[config.mk]
export PLATFORM = sky130hd
export DESIGN_NAME = rv_decode_stage
export DESIGN_NICKNAME = d
export VERILOG_FILES = /design/src/rtl/rv_decode_stage.sv
export SDC_FILE = /design/constraint.sdc
export NUM_CORES = 1
export LEC_CHECK = 0
export CORE_MARGIN = 2
export CORE_UTILIZATION = 48
export DETAILED_ROUTE_END_ITERATION = 8
export HOLD_SLACK_MARGIN = 0.12
export PLACE_DENSITY = 0.84
export REMOVE_ABC_BUFFERS = 1
export SLEW_MARGIN = 20
export SYNTH_ARGS = -nofsm -noshare
export SYNTH_HDL_FRONTEND = slang
export SYNTH_SLANG_ARGS = --single-unit
[constraint.sdc]
create_clock -name clk_i -period 2.6 [get_ports clk_i]
set_clock_uncertainty 0.2 [all_clocks]
set_input_delay 0.26 -clock clk_i [delete_from_list [all_inputs] [get_ports clk_i]]
set_output_delay 0.26 -clock clk_i [all_outputs]
set_load 0.02 [all_outputs]
[src/rtl/rv_decode_stage.sv]
// rv_decode_stage: registered RV32I-subset decode stage with
// valid/ready handshake, flush and a downstream transfer counter.
package rv_pkg;
   typedef enum logic [3:0] {
      OP_NOP,
      OP_ADD,
      OP_SUB,
      OP_AND,
      OP_OR,
      OP_XOR,
      OP_SLL,
      OP_SRL,
      OP_SRA,
      OP_SLT,
      OP_SLTU
   } alu_operations_e;
endpackage

module rv_decode_stage
   import rv_pkg::*;
#(
   parameter int XLEN  = 32,
   parameter int CNT_W = 16
) (
   input  logic             clk_i,
   input  logic             rst_ni,
   input  logic             flush_i,
   input  logic             instr_valid_i,
   output logic             instr_ready_o,
   input  logic [31:0]      instr_i,
   input  logic [XLEN-1:0]  pc_i,
   output logic             dec_valid_o,
   input  logic             dec_ready_i,
   output logic [4:0]       rs_addr_a_o,
   output logic [4:0]       rs_addr_b_o,
   output logic [4:0]       rd_addr_o,
   output logic [XLEN-1:0]  imm_o,
   output logic [XLEN-1:0]  branch_target_o,
   output alu_operations_e  alu_ctrl_o,
   output logic             alu_src_o,
   output logic             rd_we_o,
   output logic             branch_o,
   output logic             alu_dst_o,
   output logic             mem_we_o,
   output logic             illegal_o,
   output logic [CNT_W-1:0] dec_count_o
);
   localparam logic [6:0] OPC_OP     = 7'b0110011;
   localparam logic [6:0] OPC_IMM    = 7'b0010011;
   localparam logic [6:0] OPC_LOAD   = 7'b0000011;
   localparam logic [6:0] OPC_STORE  = 7'b0100011;
   localparam logic [6:0] OPC_BRANCH = 7'b1100011;
   localparam logic [6:0] OPC_LUI    = 7'b0110111;

   logic [6:0]      opc;
   logic [2:0]      f3;
   logic [6:0]      f7;
   logic [XLEN-1:0] imm_i, imm_s, imm_u, imm_b, imm_sel;
   logic            accept;
   logic            load;

   alu_operations_e d_alu;
   logic            d_src, d_we, d_br, d_dst, d_mem, d_ill;

   assign opc = instr_i[6:0];
   assign f3  = instr_i[14:12];
   assign f7  = instr_i[31:25];

   assign imm_i = XLEN'($signed(instr_i[31:20]));
   assign imm_s = XLEN'($signed({instr_i[31:25], instr_i[11:7]}));
   assign imm_u = XLEN'($signed({instr_i[31:12], 12'h000}));
   assign imm_b = XLEN'($signed({instr_i[31], instr_i[7],
                                 instr_i[30:25], instr_i[11:8],
                                 1'b0}));

   assign imm_sel = (opc == OPC_STORE) ? imm_s :
                    (opc == OPC_LUI)   ? imm_u : imm_i;

   assign instr_ready_o = !dec_valid_o || dec_ready_i;
   assign accept        = instr_valid_i && instr_ready_o;
   assign load          = accept && !flush_i;

   // Combinational opcode/funct decode; illegal encodings squash all controls
   always_comb begin
      d_alu = OP_NOP;
      d_src = 1'b0;
      d_we  = 1'b0;
      d_br  = 1'b0;
      d_dst = 1'b0;
      d_mem = 1'b0;
      d_ill = 1'b0;
      unique case (opc)
         OPC_OP: begin
            d_we = 1'b1;
            unique case (f3)
               3'b000: d_alu = f7[5] ? OP_SUB : OP_ADD;
               3'b001: d_alu = OP_SLL;
               3'b010: d_alu = OP_SLT;
               3'b011: d_alu = OP_SLTU;
               3'b100: d_alu = OP_XOR;
               3'b101: d_alu = f7[5] ? OP_SRA : OP_SRL;
               3'b110: d_alu = OP_OR;
               3'b111: d_alu = OP_AND;
            endcase
            if (!(f7 == 7'b0000000 ||
                  (f7 == 7'b0100000 &&
                   (f3 == 3'b000 || f3 == 3'b101))))
               d_ill = 1'b1;
         end
         OPC_IMM: begin
            d_we  = 1'b1;
            d_src = 1'b1;
            unique case (f3)
               3'b000: d_alu = OP_ADD;
               3'b001: begin
                  d_alu = OP_SLL;
                  d_ill = |instr_i[31:26];
               end
               3'b010: d_alu = OP_SLT;
               3'b011: d_alu = OP_SLTU;
               3'b100: d_alu = OP_XOR;
               3'b101: begin
                  d_alu = instr_i[30] ? OP_SRA : OP_SRL;
                  d_ill = |{instr_i[31], instr_i[29:26]};
               end
               3'b110: d_alu = OP_OR;
               3'b111: d_alu = OP_AND;
            endcase
         end
         OPC_LOAD: begin
            d_alu = OP_ADD;
            d_src = 1'b1;
            d_dst = 1'b1;
            d_we  = 1'b1;
            d_ill = (f3 != 3'b010);
         end
         OPC_STORE: begin
            d_alu = OP_ADD;
            d_src = 1'b1;
            d_mem = 1'b1;
            d_ill = (f3 != 3'b010);
         end
         OPC_BRANCH: begin
            d_alu = OP_SUB;
            d_br  = 1'b1;
            d_ill = (f3 != 3'b000);
         end
         OPC_LUI: begin
            d_alu = OP_ADD;
            d_src = 1'b1;
            d_we  = 1'b1;
         end
         default: d_ill = 1'b1;
      endcase
      if (d_ill) begin
         d_alu = OP_NOP;
         d_src = 1'b0;
         d_we  = 1'b0;
         d_br  = 1'b0;
         d_dst = 1'b0;
         d_mem = 1'b0;
      end
   end

   // Stage occupancy and downstream transfer counter; flush wins
   always_ff @(posedge clk_i or negedge rst_ni) begin
      if (!rst_ni) begin
         dec_valid_o <= 1'b0;
         dec_count_o <= '0;
      end else begin
         if (dec_valid_o && dec_ready_i)
            dec_count_o <= dec_count_o + 1'b1;
         if (flush_i)
            dec_valid_o <= 1'b0;
         else if (accept)
            dec_valid_o <= 1'b1;
         else if (dec_ready_i)
            dec_valid_o <= 1'b0;
      end
   end

   // Decoded payload, captured only on a non-flushed accept
   always_ff @(posedge clk_i or negedge rst_ni) begin
      if (!rst_ni) begin
         rs_addr_a_o     <= '0;
         rs_addr_b_o     <= '0;
         rd_addr_o       <= '0;
         imm_o           <= '0;
         branch_target_o <= '0;
         alu_ctrl_o      <= OP_NOP;
         alu_src_o       <= 1'b0;
         rd_we_o         <= 1'b0;
         branch_o        <= 1'b0;
         alu_dst_o       <= 1'b0;
         mem_we_o        <= 1'b0;
         illegal_o       <= 1'b0;
      end else if (load) begin
         rs_addr_a_o     <= instr_i[19:15];
         rs_addr_b_o     <= instr_i[24:20];
         rd_addr_o       <= instr_i[11:7];
         imm_o           <= imm_sel;
         branch_target_o <= pc_i + imm_b;
         alu_ctrl_o      <= d_alu;
         alu_src_o       <= d_src;
         rd_we_o         <= d_we;
         branch_o        <= d_br;
         alu_dst_o       <= d_dst;
         mem_we_o        <= d_mem;
         illegal_o       <= d_ill;
      end
   end
endmodule

### After elaboration in Yosys (flattened, before gate mapping)

Index checks and enable logic that the tools add are counted.

* bits in registers: 106
* bits in latches: 0
* memory bits (writable): 0
* ROM bits: 0
* bits of input ports: 69
* output and inout port bits: 107
* logic and storage cells: 74
* memories kept: 0

* $add $sub $neg: 2
* $mul: 0
* divide/modulo/power cells: 0
* order comparisons: 0
* equal/unequal tests: 15
* shifts and indexed selects: 0
* muxes and demuxes: 24
* bitwise gates (word level): 0
* reduce and logical (&&, ||, !) cells: 19

Operator list (number)
* 4-bit one-hot mux with 8 select lines: 2
* 31-bit 2-to-1 mux: 2
* 32-bit adder: 1
* 7-bit by 6-bit equality test with 1-bit output (second input constant): 4
* 16-bit by 1-bit adder with 16-bit output (second input constant): 1
* 4-bit one-hot mux with 4 select lines: 1
* 1-bit 2-to-1 mux: 14
* 3-bit equality test (second input constant): 4
* 4-bit 2-to-1 mux: 2
* 4-bit OR reduction: 2
* 7-bit by 2-bit equality test with 1-bit output (second input constant): 1
* 7-bit by 5-bit equality test with 1-bit output (second input constant): 1
* 7-bit equality test (second input constant): 1
* 7-bit zero test: 1
* 3-bit by 2-bit equality test with 1-bit output (second input constant): 2
* 3-bit nonzero test: 2
* 6-bit OR reduction: 1
* 1-bit one-hot mux with 5 select lines: 1
* 5-bit OR reduction: 1
* 1-bit logical AND: 4
* 3-bit by 1-bit equality test with 1-bit output (second input constant): 1
* 3-bit zero test: 1
* 1-bit logical OR: 3
* 3-bit by 2-bit inequality test with 1-bit output (second input constant): 1
* other kinds (5): 6

### Logic depth before layout (Yosys ltp)

* word-level depth: 7
* depth in mapped cells: 11
* gate-level depth less buffers: 11

### Worst setup path before layout

No wires, ideal clock.

* kind: input port to flip-flop
* start point: in instr_i[8]
* end point: reg branch_target_o[17]
* library setup time: 0.129 ns
* data arrival time: 2.388 ns
* required time: 2.271 ns
* path slack: -0.117 ns
* stages: 11
* buffers on the path: 0
* path through: ha_1 fa_1 a211oi_2 o21bai_1 a21oi_2 o21ai_1 a31o_2 a221oi_2 o21bai_1 xnor2_1 o21ai_1

* cells in the longest elaborated chain, start to end: 1

Ends and longest elaborated chain
* start: declaration: line 30 `input logic [31:0] instr_i,`
* 32-bit adder: line 202 `branch_target_o <= pc_i + imm_b;`
* end signal: assignment: line 202
* end: declaration: line 38 `output logic [XLEN-1:0] branch_target_o,`

No other way between the ends.
A chain may end at the register's enable or synchronous reset.

### Worst setup path in the final report

* start point: in pc_i[9]
* end point: reg branch_target_o[23]

* cells in the longest elaborated chain, start to end: 1

Ends and longest elaborated chain
* start: declaration: line 31 `input logic [XLEN-1:0] pc_i,`
* 32-bit adder: line 202

No other way between the ends.

==> flow_summary.yaml <==
run_status:
  outcome: "finished, violations left"
  violations: "setup timing"
timing:
  finalCritPeriodShare_pct: 105.0
  worst_pin_slew_ns: 0.8471
  maxSlewViolCount: 0
  layout_min_cycle_time_ns: 2.730
  fin_ws_ns: -0.1297
  tns_ns: -0.2539
  setup_violations: 5
  slew_headroom_pct: 43.53
  max_freq_mhz: 366.3
  rsz0062_at_grt: "yes"
  hold_viol: 0
logic_synthesis:
  async_flop_share_pct: 100.0
  synth_edf_count: 0
  ys_warn_count: 0
  ys.flop_type: "dfrtp_1"
  synthCells: 684
  synthTopCellsByArea: "dfrtp_1 (44%), nand2_1 (11%), ha_1 (6.5%)"
  synth_top_area_share_pct: 44.48
  synth_top_family_by_area: "compound AO/OA/AOI/OAI gates"
  avgSynthCellArea_um2: 8.718
  synthMuxAreaShare_pct: 0.3567
  synth-simple-area-share_pct: 19.05
  synth_compound_area_share_pct: 20.84
  synth_cell_types: 57
  synth_commonest_cells: "nand2_1 (172), dfrtp_1 (106), o21ai_0 (55)"
  synth_xor_xnor_area_share_pct: 5.875
  synth_top_area_cell: "dfrtp_1"
  ys_ff_latch: 106
  synth_area_um2: 5963
  synth.most_common_cell: "nand2_1"
  synth_seq_area_share_pct: 44.48
  synth_fa_ha_area_share_pct: 6.840
routing:
  firstDrtPassIters: 7
  wl_um: 20600
  vias_per_cell: 5.720
  ant_nets: 0
  vias: 6492
  drc: 0
  drt_iter0_markers: 567
  routedWlPerCell_um: 18.15
critical_path:
  cp_slowest_cell: "clkdlybuf4s50_1"
  crit_path_frequent_cell: "nor3_2"
  worstRegToRegCells: 7
  cp.arrival_ns: 2.77
  startpoint_type: "primary input"
  worstPathMaxFanout: 6
  crit_type: "primary input to flop"
  critPathRequiredTime_ns: 2.64
  max_stage_delay_ns: 0.46
  setup.worst_path.end_class: "flop"
  crit_chain: "clkdlybuf4s50_1 -> ha_4 -> nand4_1 -> nor3_2 -> o31ai_2 -> a21oi_2 -> nor3_2 -> nor2_2 -> buf_4 -> buf_6 -> a31oi_4 -> xor2_1 -> o21ai_1"
global_route:
  gr-total-overflow: 0
  grt_pass1_wl_um: 30700
  antenna_found_initial: 0
  grt_max_degree: 57
  first_global_vias: 6293
  track_usage_pct: 29.44
finish:
  nFillCells: 773
  drive_above_1_share_pct: 18.61
  num_antenna_cells: 0
  fin_util_pct: 77.26
  seq_area_um2: 2653
  area_growth_pct: 56.27
  multi_input_area_um2: 3364
  fin_nets: 1064
flow_run:
  cap_viol_max_count: 0
floorplanning:
  core_area_um2: 12060
  dieArea_um2: 13330
  die_x_um: 115.5
  die_h_um: 115.5
  initial_core_util_pct: 49.44
  num_rows: 40
  ios: 176
power_and_ir_drop:
  leakage_nw: 4.290
  powerDensity_nw_per_um2: 617.8
  ir_drop_mv: 0.3291
  totalPowerFinal_w: 0.005757
clocking:
  numCtsBuffers: 9
  ctsRootBufferMaster: "clkbuf_16"
  clkTransAtPathRegs_ns: 0.07
  clockBufferDepth: 2
  cts.sinks: 106
  clk_latency_ns: 0.35
  htreeDepth: 3
  cts_tree: "yes"
hold_path:
  hold_depth: 4
  hp-class: "primary input to flop"
place:
  pre_cts_slack_ns: -0.8934
  dp_hpwl_um: 14120
  portBuffers: 175
  gp_congestion: 0.8737
flip-flops by register name (all words and copies together), names as in the netlist:
register         cells
rs_addr_b_o          5
rd_we_o              1
imm_o               32
dec_valid_o          1
alu_src_o            1
dec_count_o         16
illegal_o            1
rd_addr_o            5
alu_dst_o            1
branch_o             1
rs_addr_a_o          5
alu_ctrl_o           4
mem_we_o             1
branch_target_o     32
logic make-up after synthesis:
logic type,after synthesis
AOI/OAI and AO/OA,198
DFF,106
and+or+nand+nor,266
adders and majority gates,32
xor gates and xnor gates,40
muxes,2
buffers and inverters,40
metal layers:
layer / part of all wire [%] / vias up / global-route usage, %
li1: - / 2947 / -
met1: 38 / 3113 / 36.39
met2: 50 / 354 / 49.94
met3: 6.8 / 78 / 3.870
met4: 4.9 / 0 / 16.47
met5: 0 / - / 0
final timing paths:
| path | startpoint | end | slack (ns) |
|---|---|---|---|
| max in group asynchronous | rst_ni | dec_count_o[4] | 1.18 |
| worst max register to register | dec_valid_o | branch_target_o[1] | 0.58 |
| worst max-delay path | pc_i[9] | branch_target_o[23] | -0.13 |
| min in group asynchronous | rst_ni | branch_target_o[7] | 0.27 |
| worst min register to register | rs_addr_a_o[1] | rs_addr_a_o[1] | 0.28 |
| worst min-delay path | instr_i[9] | rd_addr_o[2] | 0.10 |
cells in the final DEF (no fill, tap or decap), drive strengths merged, types with 16 or more instances in the layout:
cell type,count
a21oi,58
buf,124
clkdlybuf4s50,159
dfrtp,106
ha,31
nand2,172
nor2,32
o21ai,74
xnor2,24
xor2,16
critical path: cells and delay by family:
family,cells,cell delay (ns)
buffers and inverters,3,0.74
and+or+nand+nor,4,0.73
AOI/OAI and AO/OA,4,0.52
adders and majority gates,1,0.33
xor gates and xnor gates,1,0.18
power breakdown:
| group | total (W) | leakage (nW) | switching [W] | internal (W) |
|---|---|---|---|---|
| registers | 0.00210 | 1.34 | 0.000191 | 0.00191 |
| clock network | 0.00148 | 0.152 | 0.000640 | 0.000843 |
| logic | 0.00217 | 2.80 | 0.00112 | 0.00106 |
cell type report:
| cell class | count | area share [%] |
|---|---|---|
| clock buffer | 9 | 2.417 |
| clock inverter | 6 | 0.9667 |
| inverter | 9 | 0.3625 |
| multi-input combinational | 538 | 36.10 |
| sequential | 106 | 28.46 |
| tap | 168 | 2.256 |
| timing repair buffer | 299 | 29.43 |
what timing repair did:
item	CTS	global route
hold buffers	2	1
setup endpoints to repair	18	13
gates resized for setup	25	36
buffers inserted	11	6
endpoints found under the hold margin	42	1
pin swaps	18	34
stage by stage:
stage          area, um2  hold slack, ns  instances
2_1_floorplan       5844         -0.2356        653
3_3_place_gp        8635         0.09593       1101
3_5_place_dp        8635          0.1112       1101
4_1_cts             9146          0.1465       1129
5_1_grt             9319          0.1302       1135
6_report            9319          0.1016       1135
Note: power is estimated with default switching activity, not from simulation.
